`src/rtl/led_pkg.sv`:
```
// Purpose : shared constants, FSM state encoding and a width helper for the LED sequencer.
// Latency : n/a (declarations only).
// Backpressure : n/a.
package led_pkg;

   localparam int LED_BITS = 8;

   typedef enum logic {
      RUN   = 1'b0,
      BLANK = 1'b1
   } state_t;

   // Smallest r with 2**r >= value; used for counter and index widths.
   function automatic int clog2(input int value);
      int r;
      r = 0;
      while ((1 << r) < value) begin
         r = r + 1;
      end
      return r;
   endfunction

endpackage

```
`src/rtl/btn_debounce.sv`:
```
// Purpose : synchronise a raw button, debounce it, emit a one-cycle pulse on each debounced press.
// Latency : rise pulses 2 sync cycles + 2**DEBOUNCE_LOG2 stable cycles after the raw edge.
// Backpressure : none; the pulse is a strobe and is not held.
// Ports : clk, rst_n (async active-low), btn (raw, async), rise (one-cycle press strobe).
module btn_debounce
   import led_pkg::*;
#(
   parameter int DEBOUNCE_LOG2 = 16
) (
   input  logic clk,
   input  logic rst_n,
   input  logic btn,
   output logic rise
);

   logic                     sync_q1;
   logic                     sync_q2;
   logic                     level;
   logic [DEBOUNCE_LOG2-1:0] cnt;

   always_ff @(posedge clk or negedge rst_n) begin
      if (!rst_n) begin
         sync_q1 <= 1'b0;
         sync_q2 <= 1'b0;
         level   <= 1'b0;
         cnt     <= '0;
         rise    <= 1'b0;
      end else begin
         sync_q1 <= btn;
         sync_q2 <= sync_q1;
         rise    <= 1'b0;
         if (sync_q2 != level) begin
            // Last of 2**DEBOUNCE_LOG2 consecutive differing cycles: accept the new level.
            if (&cnt) begin
               level <= sync_q2;
               cnt   <= '0;
               rise  <= sync_q2;
            end else begin
               cnt <= cnt + 1'b1;
            end
         end else begin
            // Any bounce back to the current level restarts the qualification window.
            cnt <= '0;
         end
      end
   end

endmodule

```
`src/rtl/led_pattern_sequencer.sv`:
```
// Purpose : share the 8-LED bank between NUM_SRC pattern sources with a blanked mode switch.
// Latency : led follows the active source with 1 cycle; mode changes only on BLANK->RUN.
// Backpressure : none; step_en/tick are strobes, button presses during BLANK are dropped.
// Ports : clk, rst_n, btn_in (raw button), auto_en (auto-cycle level), src_pattern (source i
//         at [i*8 +: 8]); step_en (advance strobe to active source), led, mode, tick.
module led_pattern_sequencer
   import led_pkg::*;
#(
   parameter int LOG2DELAY     = 22,
   parameter int DEBOUNCE_LOG2 = 16,
   parameter int NUM_SRC       = 4,
   parameter int BLANK_TICKS   = 2,
   parameter int AUTO_TICKS    = 64
) (
   input  logic                          clk,
   input  logic                          rst_n,
   input  logic                          btn_in,
   input  logic                          auto_en,
   input  logic [NUM_SRC*LED_BITS-1:0]   src_pattern,
   output logic [NUM_SRC-1:0]            step_en,
   output logic [LED_BITS-1:0]           led,
   output logic [clog2(NUM_SRC)-1:0]     mode,
   output logic                          tick
);

   localparam int MODE_W  = clog2(NUM_SRC);
   localparam int AUTO_W  = clog2(AUTO_TICKS + 1);
   localparam int BLANK_W = clog2(BLANK_TICKS + 1);

   localparam logic [AUTO_W-1:0]  AUTO_LAST  = AUTO_W'(AUTO_TICKS - 1);
   localparam logic [BLANK_W-1:0] BLANK_LAST = BLANK_W'(BLANK_TICKS - 1);
   localparam logic [MODE_W-1:0]  MODE_LAST  = MODE_W'(NUM_SRC - 1);

   logic [LOG2DELAY-1:0] presc_cnt;
   logic                 next_req;

   state_t               state;
   state_t               state_nxt;
   logic [MODE_W-1:0]    mode_nxt;
   logic [LED_BITS-1:0]  led_nxt;
   logic [AUTO_W-1:0]    auto_cnt;
   logic [AUTO_W-1:0]    auto_nxt;
   logic [BLANK_W-1:0]   blank_cnt;
   logic [BLANK_W-1:0]   blank_nxt;

   logic [LED_BITS-1:0]  pat_arr [NUM_SRC];
   logic [LED_BITS-1:0]  active_pat;
   logic                 auto_expire;

   // Free-running prescaler; tick is the all-ones cycle so the first one lands at 2**LOG2DELAY-1.
   always_ff @(posedge clk or negedge rst_n) begin
      if (!rst_n) begin
         presc_cnt <= '0;
      end else begin
         presc_cnt <= presc_cnt + 1'b1;
      end
   end

   assign tick = &presc_cnt;

   btn_debounce #(
      .DEBOUNCE_LOG2 (DEBOUNCE_LOG2)
   ) u_btn_debounce (
      .clk   (clk),
      .rst_n (rst_n),
      .btn   (btn_in),
      .rise  (next_req)
   );

   for (genvar i = 0; i < NUM_SRC; i++) begin : g_pat
      assign pat_arr[i] = src_pattern[i*LED_BITS +: LED_BITS];
   end

   assign active_pat  = pat_arr[mode];
   assign auto_expire = auto_en && tick && (auto_cnt == AUTO_LAST);

   always_comb begin
      state_nxt = state;
      mode_nxt  = mode;
      led_nxt   = '0;
      auto_nxt  = auto_cnt;
      blank_nxt = blank_cnt;
      step_en   = '0;
      unique case (state)
         RUN: begin
            step_en[mode] = tick;
            led_nxt       = active_pat;
            if (auto_en && tick) begin
               auto_nxt = auto_cnt + 1'b1;
            end
            // Button and auto expiry together still make a single advance.
            if (next_req || auto_expire) begin
               state_nxt = BLANK;
               led_nxt   = '0;
               blank_nxt = '0;
               auto_nxt  = '0;
            end
         end
         BLANK: begin
            // next_req is deliberately ignored here: presses while blanked are not queued.
            if (tick) begin
               blank_nxt = blank_cnt + 1'b1;
               if (blank_cnt == BLANK_LAST) begin
                  state_nxt = RUN;
                  blank_nxt = '0;
                  mode_nxt  = (mode == MODE_LAST) ? '0 : mode + 1'b1;
               end
            end
         end
         default: begin
            state_nxt = RUN;
         end
      endcase
   end

   // led_nxt stays 0 on the BLANK->RUN cycle, so the new source shows one cycle after mode.
   always_ff @(posedge clk or negedge rst_n) begin
      if (!rst_n) begin
         state     <= RUN;
         mode      <= '0;
         led       <= '0;
         auto_cnt  <= '0;
         blank_cnt <= '0;
      end else begin
         state     <= state_nxt;
         mode      <= mode_nxt;
         led       <= led_nxt;
         auto_cnt  <= auto_nxt;
         blank_cnt <= blank_nxt;
      end
   end

endmodule

```
`config.mk`:
```
export PLATFORM = sky130hd
export DESIGN_NAME = led_pattern_sequencer
export DESIGN_NICKNAME = d
export VERILOG_FILES = /design/src/rtl/led_pkg.sv /design/src/rtl/btn_debounce.sv /design/src/rtl/led_pattern_sequencer.sv
export SDC_FILE = /design/constraint.sdc
export NUM_CORES = 1
export LEC_CHECK = 0
export BUFFER_PORTS_ARGS = -buffer_cell sky130_fd_sc_hd__buf_4
export CAP_MARGIN = 0
export CORE_ASPECT_RATIO = 1.5
export CORE_MARGIN = 3
export CORE_UTILIZATION = 56
export CTS_CLUSTER_DIAMETER = 200
export DETAILED_ROUTE_END_ITERATION = 8
export PLACE_DENSITY_LB_ADDON = 0.15
export SKIP_LAST_GASP = 1
export SLEW_MARGIN = 15
export SYNTH_ARGS = -nofsm -noshare
export SYNTH_HDL_FRONTEND = slang
export SYNTH_SLANG_ARGS = --single-unit
```
`constraint.sdc`:
```
create_clock -name clk -period 2.42 [get_ports clk]
set_input_delay 0.484 -clock clk [delete_from_list [all_inputs] [get_ports clk]]
set_output_delay 0.484 -clock clk [all_outputs]
set_load 0.03 [all_outputs]
```
# After elaboration in Yosys (flattened, before gate mapping)
# Cells that the tools add are included.
totals:
  out_inout_bits: 15
  regBits: 62
  wordCells: 62
  in_bits: 36
op_classes:
  addsub: 5
  magnitude_cmp: 3
  n_reduce_logical: 11
  n_mux: 23
  n_bitwise: 3
  n_eq_ne: 6
ops:
  columns: ["op", "n"]
  rows:
  - ["16-bit 2-to-1 mux", 2]
  - ["8-bit 2-to-1 mux", 4]
  - ["24-bit AND reduction", 1]
  - ["22-bit by 1-bit adder with 22-bit output (second input constant)", 1]
  - ["22-bit AND reduction", 1]
  - ["17-bit AND reduction", 1]
  - ["16-bit by 1-bit adder with 16-bit output (second input constant)", 1]
  - ["8-bit binary-select mux with 2-bit select", 1]
  - ["16-bit AND reduction", 1]
  - ["7-bit 2-to-1 mux", 2]
  - ["2-bit 2-to-1 mux", 4]
  - ["7-bit by 1-bit adder with 7-bit output (second input constant)", 1]
  - ["7-bit by 6-bit equality test with 1-bit output (second input constant)", 1]
  - ["1-bit 2-to-1 mux", 6]
  - ["2-bit by 1-bit adder with 2-bit output (second input constant)", 2]
  - ["4-bit bitwise AND", 1]
  - ["4-bit 2-to-1 mux", 1]
  - ["2-bit != test (second input constant)", 2]
  - ["2-bit case mux with 2 select lines", 1]
  - ["2-bit AND reduction", 2]
  - ["3-bit greater-or-equal comparator (second input constant)", 1]
  - ["1-bit logical AND", 3]
  - ["2-bit by 3-bit < comparator with 1-bit output (second input constant)", 1]
  - ["2-bit NOT with 3-bit output", 1]
  - ["other kinds (9)", 9]

# Depth between registers and ports, before layout
# Gate-level depths: netlist of run 1.
depth:
  word_depth: 6
  ltp_mapped: 7
  depth_no_buf: 7

# Hierarchy
# A second synthesis of run 1 with hierarchy kept.
hier_totals:
  hier_cells: 282
  area_unflattened_um2: 3084.2
by_module_without_submodules:
  columns: ["module", "seq_area_each_um2", "cells_each", "area_per_inst_um2", "n_inst"]
  rows:
  - ["led_pattern_sequencer", 1051.0, 195, 2154.6, 1]
  - ["btn_debounce", 500.5, 87, 929.6, 1]

# Least setup slack after synthesis of run 1
# No wires, ideal clock.
synth_path:
  kind: "register to output"
  from: "register presc_cnt[0]"
  to: "output port step_en[0]"
  path_buffers: 0
  stages_incl_launch_ff: 7
  required_time_ps: 1936
  setup_slack_ps: 272
  arrival_time_ps: 1664
  cell_sequence: "dfrtp_1 > ha_1 > nand2_1 > nor4_4 > nand2_2 > clkinv_2 > and3_1"
synth_via:
  elab_chain_len: 3
synth_rtl:
  columns: ["element", "line_no", "source"]
  rows:
  - ["start, declared", "led_pattern_sequencer.sv:34", "logic [LOG2DELAY-1:0] presc_cnt;"]
  - ["start signal, assigned", "led_pattern_sequencer.sv:55", "presc_cnt <= presc_cnt + 1'b1;"]
  - ["22-bit AND reduction", "led_pattern_sequencer.sv:59", "assign tick = &presc_cnt;"]
  - ["via tick", "led_pattern_sequencer.sv:23", "output logic tick"]
  - ["4-bit bitwise AND (no source line)", null, null]
  - ["4-bit 2-to-1 mux", "led_pattern_sequencer.sv:84", "unique case (state)"]
  - ["end, declared", "led_pattern_sequencer.sv:20", "output logic [NUM_SRC-1:0] step_en,"]
# The timed path passes the listed nets, and every way through them passes these cells.

# Worst setup path in the final report of run 1
layout_path:
  from: "register presc_cnt[0]"
  to: "output port step_en[0]"
layout_via:
  elab_chain_len: 3
layout_rtl:
  columns: ["element", "line_no"]
  rows:
  - ["22-bit AND reduction", "led_pattern_sequencer.sv:59"]
  - ["4-bit bitwise AND (no source line)", null]
  - ["4-bit 2-to-1 mux", "led_pattern_sequencer.sv:84"]
# No other way between the ends.

==> qor.yml, run 1 <==
dr.pass1.iters: 4
synth_area_leaders: "dfrtp_1 51%, mux4_2 6.0%, xnor2_1 5.5%"
finalCritPeriodShare_pct: 96.8
htreeDepth: 3
multi_input_area_um2: 1420
synth_cell_types: 42
hold_viol: 0
crit_required_ns: 1.94
clk_latency_ns: 0.34
netlist_instances: 268
stdcell_area_um2: 3790
critical-path-top-delay-family: "simple AND/OR/NAND/NOR gates"
antenna_found_initial: 0
synth-edff-count: 0
dp_slack_ns: 0.210
grt_pass1_vias: 2425
hpwl_mm: 4.43
worstMarginPinSlew_ns: 0.750
hp-class: "input pin to asynchronous set/reset pin"
synth_top_area_share_pct: 51.4
finalNetCount: 382
fin_crit_ns: 2.34
r2r_start: "presc_cnt[0]$_DFF_PN0_"
routed_wl_mm: 6.06
drtIter0Drc: 92
skew_ns: 0.00804
register_area_um2: 1550
die_area_um2: 6320
max-vdd-ir-drop_mv: 0.660
cts_made_buffers: 9
whs_ns: 0.211
cellLeakagePower_nw: 1.77
grt_start_max_net_pins: 63
gp_congestion: 0.796
r2r_end: "blank_cnt[0]$_DFFE_PN0P_"
cap_violations: 0
crit_type: "flop to primary output"
routed_via_density: 5.48
cts-root-buf: "clkbuf_8"
post_drt_wl_per_cell_um: 14.7
synth_top_cell_by_area: "dfrtp_1"
synthFlopType: "dfrtp_1"
numPortBuffers: 50
cts_sinks: 62
p_per_area_nw_per_um2: 549
async_flop_share_pct: 100
totalPowerFinal_w: 0.00208
status: "completed"
cp_num_buf_inv: 2
place_inst: 387
relSlewSlack_pct: 50.0
diodes: 0
ioPinCount: 51
fmaxAchievable_ghz: 0.427
die_w_um: 65.9
slowest_delay_ns: 0.43
route.antenna.remaining_nets: 0
final_cells: 412
dpl_cell_area_um2: 3500
synth_nets: 311
cp_max_fo: 8
r2r_cells: 8
ctsHoldBuffers: 0
synth.most_common_cell: "dfrtp_1"
clkTransAtPathRegs_ns: 0.06
r2r_slack_ns: 0.45
rows: 32
yosysSeqAreaShare_pct: 51.4
ys_warn_count: 0
ys_seq_elements: 62
worst_slack_ns: 0.0774
crit_slowest_cell: "dfrtp_1"
mappedNetlistArea_um2: 3020
grt_pass1_wl_mm: 10.4
area_growth_pct: 25.8
gr-usage-all-layers_pct: 21.7
grt_overflow: 0
fillerInstances: 363
crit_path_end_kind: "primary output"
drive_above_1_share_pct: 30.2
cp_cell_sequence: "ha_4, nand2_2, nor4_4, nand2_2, inv_4, and3_1, buf_6"
drc: 0
report.final.slew_viol_count: 0
arrival_ns: 1.86
fp.dieH_um: 95.9
start_kind: "flop"
num_vias: 2259
core_um2: 5160
synth_common_cells: "62 x dfrtp_1, 24 x nand2_1, 24 x nor2_1, 22 x nand3_1, 19 x xnor2_1"
crit_top_cell: "nand2_2"
cts_tree: "yes"
start_util_pct: 58.4
clock_path_buffers: 2
avgSynthCellArea_um2: 11.3
setup_viol: 0
## where the power goes
part | total, W | switching [W] | internal (W)
clock network | 0.000908 | 0.000378 | 0.000531
registers | 0.00106 | 0.00000808 | 0.00105
logic | 0.000117 | 0.0000547 | 0.0000625
total | 0.00208 | 0.000441 | 0.00164
## worst reg2reg max path: cells and delay by family, from the launching register on
family | cells | cell delay [ns]
AO/OA/AOI/OAI | 2 | 0.50
adder cells (fa/ha/maj) | 1 | 0.19
buffers and inverters | 2 | 0.27
flip-flops | 1 | 0.43
multiplexers | 1 | 0.10
AND/OR/NAND/NOR | 2 | 0.36
## cell type report
class | count | area share, %
Tap cell | 68 | 2.24
Sequential cell | 62 | 40.9
Clock inverter | 3 | 1.12
Clock buffer | 13 | 4.19
Multi-Input combinational cell | 191 | 37.4
Timing Repair Buffer | 65 | 13.1
Inverter | 10 | 1.06
## routing by layer
layer	part of all wire (%)	vias up	global-route usage, %
met4	1.9	0	10.0
met5	0	-	0
met1	39	1091	23.6
met3	6.1	10	6.78
met2	53	70	38.0
li1	-	1088	-
## sequential cells by signal (all words and copies together), names as in the netlist
name,count
mode,2
u_btn_debounce.rise,1
u_btn_debounce.sync_q1,1
presc_cnt,22
u_btn_debounce.cnt,16
state,1
blank_cnt,2
u_btn_debounce.level,1
led,8
auto_cnt,7
u_btn_debounce.sync_q2,1
## cells by family (layout without fill, tap and decap cells)
| kind of cell | after synthesis | count (layout) | synth area share, % |
|---|---|---|---|
| and+or+nand+nor | 120 | 120 | 21.9 |
| DFF | 62 | 62 | 51.4 |
| xor gates and xnor gates | 34 | 34 | 9.87 |
| AOI/OAI and AO/OA | 18 | 18 | 4.19 |
| buffers and inverters | 15 | 91 | 2.03 |
| muxes | 12 | 12 | 7.67 |
| adders and majority gates | 7 | 7 | 2.90 |
## cells in the final DEF (no fill, tap or decap), types with 2 or more instances in the layout
master	netlist	layout
buf_4	0	63
dfrtp_1	62	61
nor2_1	24	24
nand2_1	24	23
nand3_1	22	22
xnor2_1	19	19
xor2_1	15	15
clkbuf_8	0	11
nand4_1	10	10
inv_1	9	9
and3_1	8	8
mux4_2	8	8
nor2b_1	8	8
o21ai_0	7	7
ha_1	7	6
nor3_1	5	5
nand2_2	2	3
and4_1	2	2
nand4_2	2	2
or3_1	2	2
a21oi_1	2	2
nand2b_1	2	2
mux2_4	2	2
a22o_1	2	2
or4_1	2	2
clkbuf_1	2	2
buf_6	0	2
## timing repair
| action | CTS | global route |
|---|---|---|
| setup buffers | 1 | 8 |
| setup endpoints to repair | 4 | 4 |
| resized for setup | 0 | 7 |
| pin swaps | 1 | 3 |
| hold endpoints to repair | 0 | 0 |
## per-stage QoR
stage                     util, %  TNS (ns)
after global routing         73.4   -0.0593
after detailed placement     67.8         0
final                        73.4         0
after global placement       67.8         0
after CTS                    71.8         0
after floorplan                 -         0
## worst max-delay path by stage
stage / depth (start not counted) / startpoint / to / slack [ns]
after floorplan: 6 / presc_cnt[0]$_DFF_PN0_ / step_en[0] / 0.27
after global placement: 7 / presc_cnt[0]$_DFF_PN0_ / step_en[3] / 0.30
after detailed placement: 7 / presc_cnt[0]$_DFF_PN0_ / step_en[0] / 0.21
after CTS: 6 / presc_cnt[16]$_DFF_PN0_ / step_en[0] / 0.03
after global routing: 7 / presc_cnt[0]$_DFF_PN0_ / step_en[0] / -0.02
final: 7 / presc_cnt[0]$_DFF_PN0_ / step_en[0] / 0.08
(Power assumes the default switching activity.)
==> inputs of run 2 (changes only) <==
--- a/config.mk
+++ b/config.mk
@@ -12,9 +12,9 @@
 export CORE_UTILIZATION = 56
 export CTS_CLUSTER_DIAMETER = 200
 export DETAILED_ROUTE_END_ITERATION = 8
-export PLACE_DENSITY_LB_ADDON = 0.15
+export PLACE_DENSITY_LB_ADDON = 0.08
 export SKIP_LAST_GASP = 1
-export SLEW_MARGIN = 15
+export SLEW_MARGIN = 20
 export SYNTH_ARGS = -nofsm -noshare
 export SYNTH_HDL_FRONTEND = slang
 export SYNTH_SLANG_ARGS = --single-unit
==> constraint.sdc (replaced) <==
create_clock -name clk -period 2.6 [get_ports clk]
set_input_delay 0.52 -clock clk [delete_from_list [all_inputs] [get_ports clk]]
set_output_delay 0.52 -clock clk [all_outputs]
set_load 0.03 [all_outputs]
==> qor.yml, run 2 (synthesized netlist as in run 1, its figures left out) <==
die_w_um: 65.9  # unchanged
largest-register: "presc_cnt"
post_drt_wl_per_cell_um: 14.5  # -1.2%
critical-path-top-delay-family: "simple AND/OR/NAND/NOR gates"
num_vias: 2268  # +0.40%
grt_overflow: 0  # unchanged
crit_type: "flop to primary output"
antenna_found_initial: 0  # unchanged
ioPinCount: 51  # unchanged
route.antenna.remaining_nets: 0  # unchanged
hp-class: "input pin to asynchronous set/reset pin"
dp_slack_ns: 0.340  # +0.129 ns
r2r_slack_ns: 0.52  # +0.07 ns
gp_congestion: 0.859  # +7.9%
hold_viol: 0  # unchanged
core_um2: 5160  # unchanged
crit_path_end_kind: "primary output"
drive_above_1_share_pct: 28.5  # -1.7 points
diodes: 0  # unchanged
finalNetCount: 375  # -1.8%
final_common_cell: "dfrtp_1"
cts_sinks: 62  # unchanged
routed_wl_mm: 5.88  # -2.9%
fin_crit_ns: 2.53
htreeDepth: 3  # unchanged
cellLeakagePower_nw: 1.76  # -1.0%
cap_violations: 0  # unchanged
fp.dieH_um: 95.9  # unchanged
final_cells: 405  # -1.7%
start_util_pct: 58.4  # unchanged
p_per_area_nw_per_um2: 549  # about the same
cts-root-buf: "clkbuf_8"
cp_max_fo: 8  # unchanged
routed_via_density: 5.60  # +2.1%
setup_viol: 0  # unchanged
status: "completed"
cts_made_buffers: 9  # unchanged
worst_slack_ns: 0.0728  # -0.00460 ns
grt_pass1_vias: 2227  # -8.2%
skew_ns: 0.00863  # +0.000582 ns
cp_num_buf_inv: 2  # unchanged
drc: 0  # unchanged
hpwl_mm: 4.30  # -2.9%
clk_latency_ns: 0.34  # about the same
clkTransAtPathRegs_ns: 0.07  # about the same
arrival_ns: 2.01  # +0.15 ns
crit_required_ns: 2.08  # +0.14 ns
ctsHoldBuffers: 0  # unchanged
drtIter0Drc: 88  # -4.3%
max-vdd-ir-drop_mv: 0.418  # -37%
clock_path_buffers: 2  # unchanged
place_inst: 382  # -1.3%
rows: 32  # unchanged
finalCritPeriodShare_pct: 97.2
fmaxAchievable_ghz: 0.396
area_growth_pct: 24.4
cp_cell_sequence: "ha_2, nand2_1, nor4_4, nand2_2, inv_4, and3_1, buf_4"
fin_util_pct: 72.7  # -0.80 points
cts_tree: "yes"
mostFrequentLayoutCells: "62 x dfrtp_1, 58 x buf_4, 24 x nand2_1, 24 x nor2_1, 22 x nand3_1"
dr.pass1.iters: 4  # unchanged
largest_reg_flops: 22  # unchanged
grt_pass1_wl_mm: 9.82  # -5.4%
numPortBuffers: 50  # unchanged
grt_start_max_net_pins: 63  # unchanged
worstMarginPinSlew_ns: 0.737  # -0.0133 ns
gr-usage-all-layers_pct: 20.9  # -0.79 points
largest_registers: "presc_cnt: 22 flops, u_btn_debounce.cnt: 16 flops, led: 8 flops"
relSlewSlack_pct: 50.9  # +0.89 points
start_kind: "flop"
die_area_um2: 6320  # unchanged
crit_slowest_cell: "dfrtp_1"
slowest_delay_ns: 0.38  # -0.05 ns
report.final.slew_viol_count: 0  # unchanged
==> run 2: final cells by class <==
type	instances	area (µm²)
clock inverters	3	65.1
well taps	68	85.1
clock buffers	13	169
fillers	375	1410
multi-input cells	191	1410
repair buffers	58	435
flip-flops and latches	62	1550
inverters	10	40.0
==> run 2: repair_timing <==
| action | CTS | global route |
|---|---|---|
| setup buffers | 0 | 7 |
| endpoints found under the setup margin | 4 | 4 |
| gates resized for setup | 0 | 2 |
| pin swaps | 1 | 3 |
==> run 2: through the flow <==
step	area, µm²	power, W	hold slack (ns)	TNS, ns
final	3750	0.00206	0.255	0
after detailed placement	3460	0.00111	0.336	0
after floorplan	3020	0.00104	0.224	0
after global routing	3750	0.00213	0.278	-0.0568
after global placement	3460	0.00111	0.334	0
after CTS	3700	0.00208	0.271	0
==> run 2: path summary, 6_finish.rpt <==
path | from | to | depth (start not counted)
max | presc_cnt[1]$_DFF_PN0_ | step_en[1] | 7
min | rst_n | presc_cnt[0]$_DFF_PN0_ | 1
max reg2reg | u_btn_debounce.cnt[0]$_DFF_PN0_ | u_btn_debounce.cnt[14]$_DFF_PN0_ | 6
min reg2reg | u_btn_debounce.sync_q1$_DFF_PN0_ | u_btn_debounce.sync_q2$_DFF_PN0_ | 0
max in group asynchronous | rst_n | u_btn_debounce.cnt[13]$_DFF_PN0_ | 1
min in group clk | btn_in | u_btn_debounce.sync_q1$_DFF_PN0_ | 1
==> run 2: power breakdown <==
group          switching, W  leakage (nW)  internal, W
combinational     0.0000512         0.821    0.0000568
clock              0.000352         0.120     0.000617
sequential       0.00000778         0.816     0.000976
total              0.000411          1.76      0.00165
==> run 2: per-layer routing <==
metal | track usage (%) | wire, µm | up-vias
li1 | - | - | 1074
met4 | 11.4 | 156 | 0
met3 | 5.96 | 371 | 12
met1 | 22.7 | 2250 | 1116
met5 | 0 | 0 | -
met2 | 36.2 | 3100 | 66
==> inputs of run 3 (changes only) <==
--- a/config.mk
+++ b/config.mk
@@ -5,13 +5,13 @@
 export SDC_FILE = /design/constraint.sdc
 export NUM_CORES = 1
 export LEC_CHECK = 0
-export BUFFER_PORTS_ARGS = -buffer_cell sky130_fd_sc_hd__buf_4
 export CAP_MARGIN = 0
 export CORE_ASPECT_RATIO = 1.5
 export CORE_MARGIN = 3
-export CORE_UTILIZATION = 56
+export CORE_UTILIZATION = 60
 export CTS_CLUSTER_DIAMETER = 200
 export DETAILED_ROUTE_END_ITERATION = 8
+export DONT_BUFFER_PORTS = 1
 export PLACE_DENSITY_LB_ADDON = 0.08
 export SKIP_LAST_GASP = 1
 export SLEW_MARGIN = 20
==> qor.yml, run 3 (synthesized netlist as in run 1, its figures left out) <==
report.final.slew_viol_count: 0  # unchanged
grt_overflow: 0  # unchanged
totalPowerFinal_w: 0.00198  # -4.1%
area_growth_pct: 11.9
grt-busiest-layer: "met2"
cts_tree: "yes"
clk_latency_ns: 0.34  # about the same
setup_viol: 0  # unchanged
multi_input_area_um2: 1420  # +0.80%
num_vias: 1995  # -12%
grt_setup_unrepaired: "yes"
finalCritPeriodShare_pct: 95.4  # -1.8 points
routed_wl_mm: 5.39  # -8.4%
grt_start_max_net_pins: 63  # unchanged
fin_crit_ns: 2.48  # -0.0468 ns
seq_power_share_pct: 50.5  # +2.8 points
grt_util_met2_pct: 34.8  # -1.4 points
power_frac_clock_pct: 47.0  # about the same
crit_path_end_kind: "primary output"
dpl_cell_area_um2: 3110  # -10%
post_drt_wl_per_cell_um: 15.4  # +6.0%
ioPinCount: 51  # unchanged
largest-register: "presc_cnt"
fmaxAchievable_ghz: 0.403  # +1.9%
antenna_found_initial: 0  # unchanged
die_w_um: 63.9  # -3.1%
arrival_ns: 1.96  # -0.05 ns
p_sw_share_pct: 20.0  # +0.080 points
cts_sinks: 62  # unchanged
hpwl_mm: 3.74  # -13%
clkTransAtPathRegs_ns: 0.06  # about the same
worstMarginPinSlew_ns: 0.692  # -0.0446 ns
register_area_um2: 1550  # unchanged
diodes: 0  # unchanged
fillerInstances: 355  # -5.3%
mostFrequentLayoutCells: "62 x dfrtp_1, 24 x nand2_1, 24 x nor2_1"
switching_power_w: 0.000395  # -3.8%
gp_congestion: 0.801  # -6.8%
cts-root-buf: "clkbuf_8"
grt_pass1_vias: 2086  # -6.3%
relSlewSlack_pct: 53.9  # +3.0 points
core_um2: 4850  # -6.1%
numPortBuffers: 0  # -100%
cap_violations: 0  # unchanged
rows: 31  # -3.1%
start_kind: "flop"
skew_ns: 0.00560  # -0.00302 ns
stdcell_area_um2: 3380  # -10%
drtIter0Drc: 102  # +16%
route.antenna.remaining_nets: 0  # unchanged
die_area_um2: 5930  # -6.2%
hold_viol: 0  # unchanged
use_met3_pct: 7.28  # +1.3 points
largest_registers: "presc_cnt: 22 flops, u_btn_debounce.cnt: 16 flops, led: 8 flops"
hp-class: "input pin to asynchronous set/reset pin"
final.setup.tns_ns: 0  # unchanged
r2r_cells: 6  # unchanged
dr.pass1.iters: 4  # unchanged
crit_type: "flop to primary output"
drc: 0  # unchanged
start_util_pct: 62.2  # +3.8 points
largest_reg_flops: 22  # unchanged
p_int_w: 0.00158  # -4.2%
p_per_area_nw_per_um2: 585  # +6.5%
final_common_cell: "dfrtp_1"
routed_via_density: 5.70  # +1.8%
grt_pass1_wl_mm: 9.42  # -4.1%
gr-usage-all-layers_pct: 20.8  # -0.086 points
fp.dieH_um: 92.8  # -3.2%
fin_util_pct: 69.7  # -3.0 points
grtUsageMet1_pct: 23.6  # +0.84 points
cp_max_fo: 8  # unchanged
finalNetCount: 323  # -14%
clock_path_buffers: 2  # unchanged
cellLeakagePower_nw: 1.51  # -14%
status: "completed"
drive_above_1_share_pct: 16.5  # -12 points
cts_made_buffers: 9  # unchanged
comb_power_share_pct: 2.5  # -2.7 points
crit_required_ns: 2.08  # about the same
htreeDepth: 3  # unchanged
max-vdd-ir-drop_mv: 0.465  # +11%
-- run 3: area by class of cell --
cell class              count  share of cell area [%]
clock buffers              11                    4.48
clock inverters             4                    2.07
inverters                  10                    1.15
multi-input cells         191                    42.0
flip-flops and latches     62                    45.9
well taps                  66                    2.45
repair buffers              6                    1.93
-- run 3: power groups by stage --
stage	Combinational, W	Sequential, W	Clock [W]
2_1_floorplan	0.0000233	0.00101	0
3_3_place_gp	0.0000259	0.00102	0
3_5_place_dp	0.0000277	0.00102	0
4_1_cts	0.0000512	0.000998	0.000956
5_1_grt	0.0000563	0.000998	0.000998
6_report	0.0000493	0.000998	0.000929
-- run 3: worst max-delay path, stage by stage (launching register included) --
cell and delay, ns:
dfrtp_1 0.40, ha_1 0.24, nand2_1 0.12, nor4_4 0.29, nand2_2 0.13, clkinv_2 0.13
and3_2 0.30
-- run 3: metal layers --
layer  part of all wire [%]  vias up  wire, µm
met2                     52       48      2810
li1                       -      968         -
met1                     40      966      2180
met3                    5.2       13       278
met4                    2.2        0       119
met5                      0        -         0
-- run 3: through the flow --
step / instances / setup WS, ns / hold slack (ns)
6_report: 350 / 0.120 / 0.0520
5_1_grt: 350 / 0.000403 / 0.0517
4_1_cts: 349 / 0.0143 / 0.0422
3_5_place_dp: 333 / 0.358 / 0.226
3_3_place_gp: 333 / 0.394 / 0.226
2_1_floorplan: 268 / 0.416 / 0.224
-- run 3: timing repair --
item                                   CTS  global route
pin swaps                                0             1
hold buffers                             1             0
gates resized for setup                  4             1
endpoints found under the hold margin   62             0
cloned                                   0             0
setup endpoints to repair                4             4
buffers inserted                         0             1
-- run 3: worst paths after layout --
path / from / endpoint / slack, ns
worst max-delay path: presc_cnt[0]$_DFF_PN0_ / step_en[0] / 0.12
worst min-delay path: rst_n / u_btn_debounce.cnt[4]$_DFF_PN0_ / 0.05
worst max register to register: u_btn_debounce.cnt[0]$_DFF_PN0_ / u_btn_debounce.cnt[15]$_DFF_PN0_ / 0.52
worst min register to register: u_btn_debounce.sync_q1$_DFF_PN0_ / u_btn_debounce.sync_q2$_DFF_PN0_ / 0.35
max in group asynchronous: rst_n / auto_cnt[6]$_DFFE_PN0P_ / 2.31
min in group clk: btn_in / u_btn_debounce.sync_q1$_DFF_PN0_ / 0.21
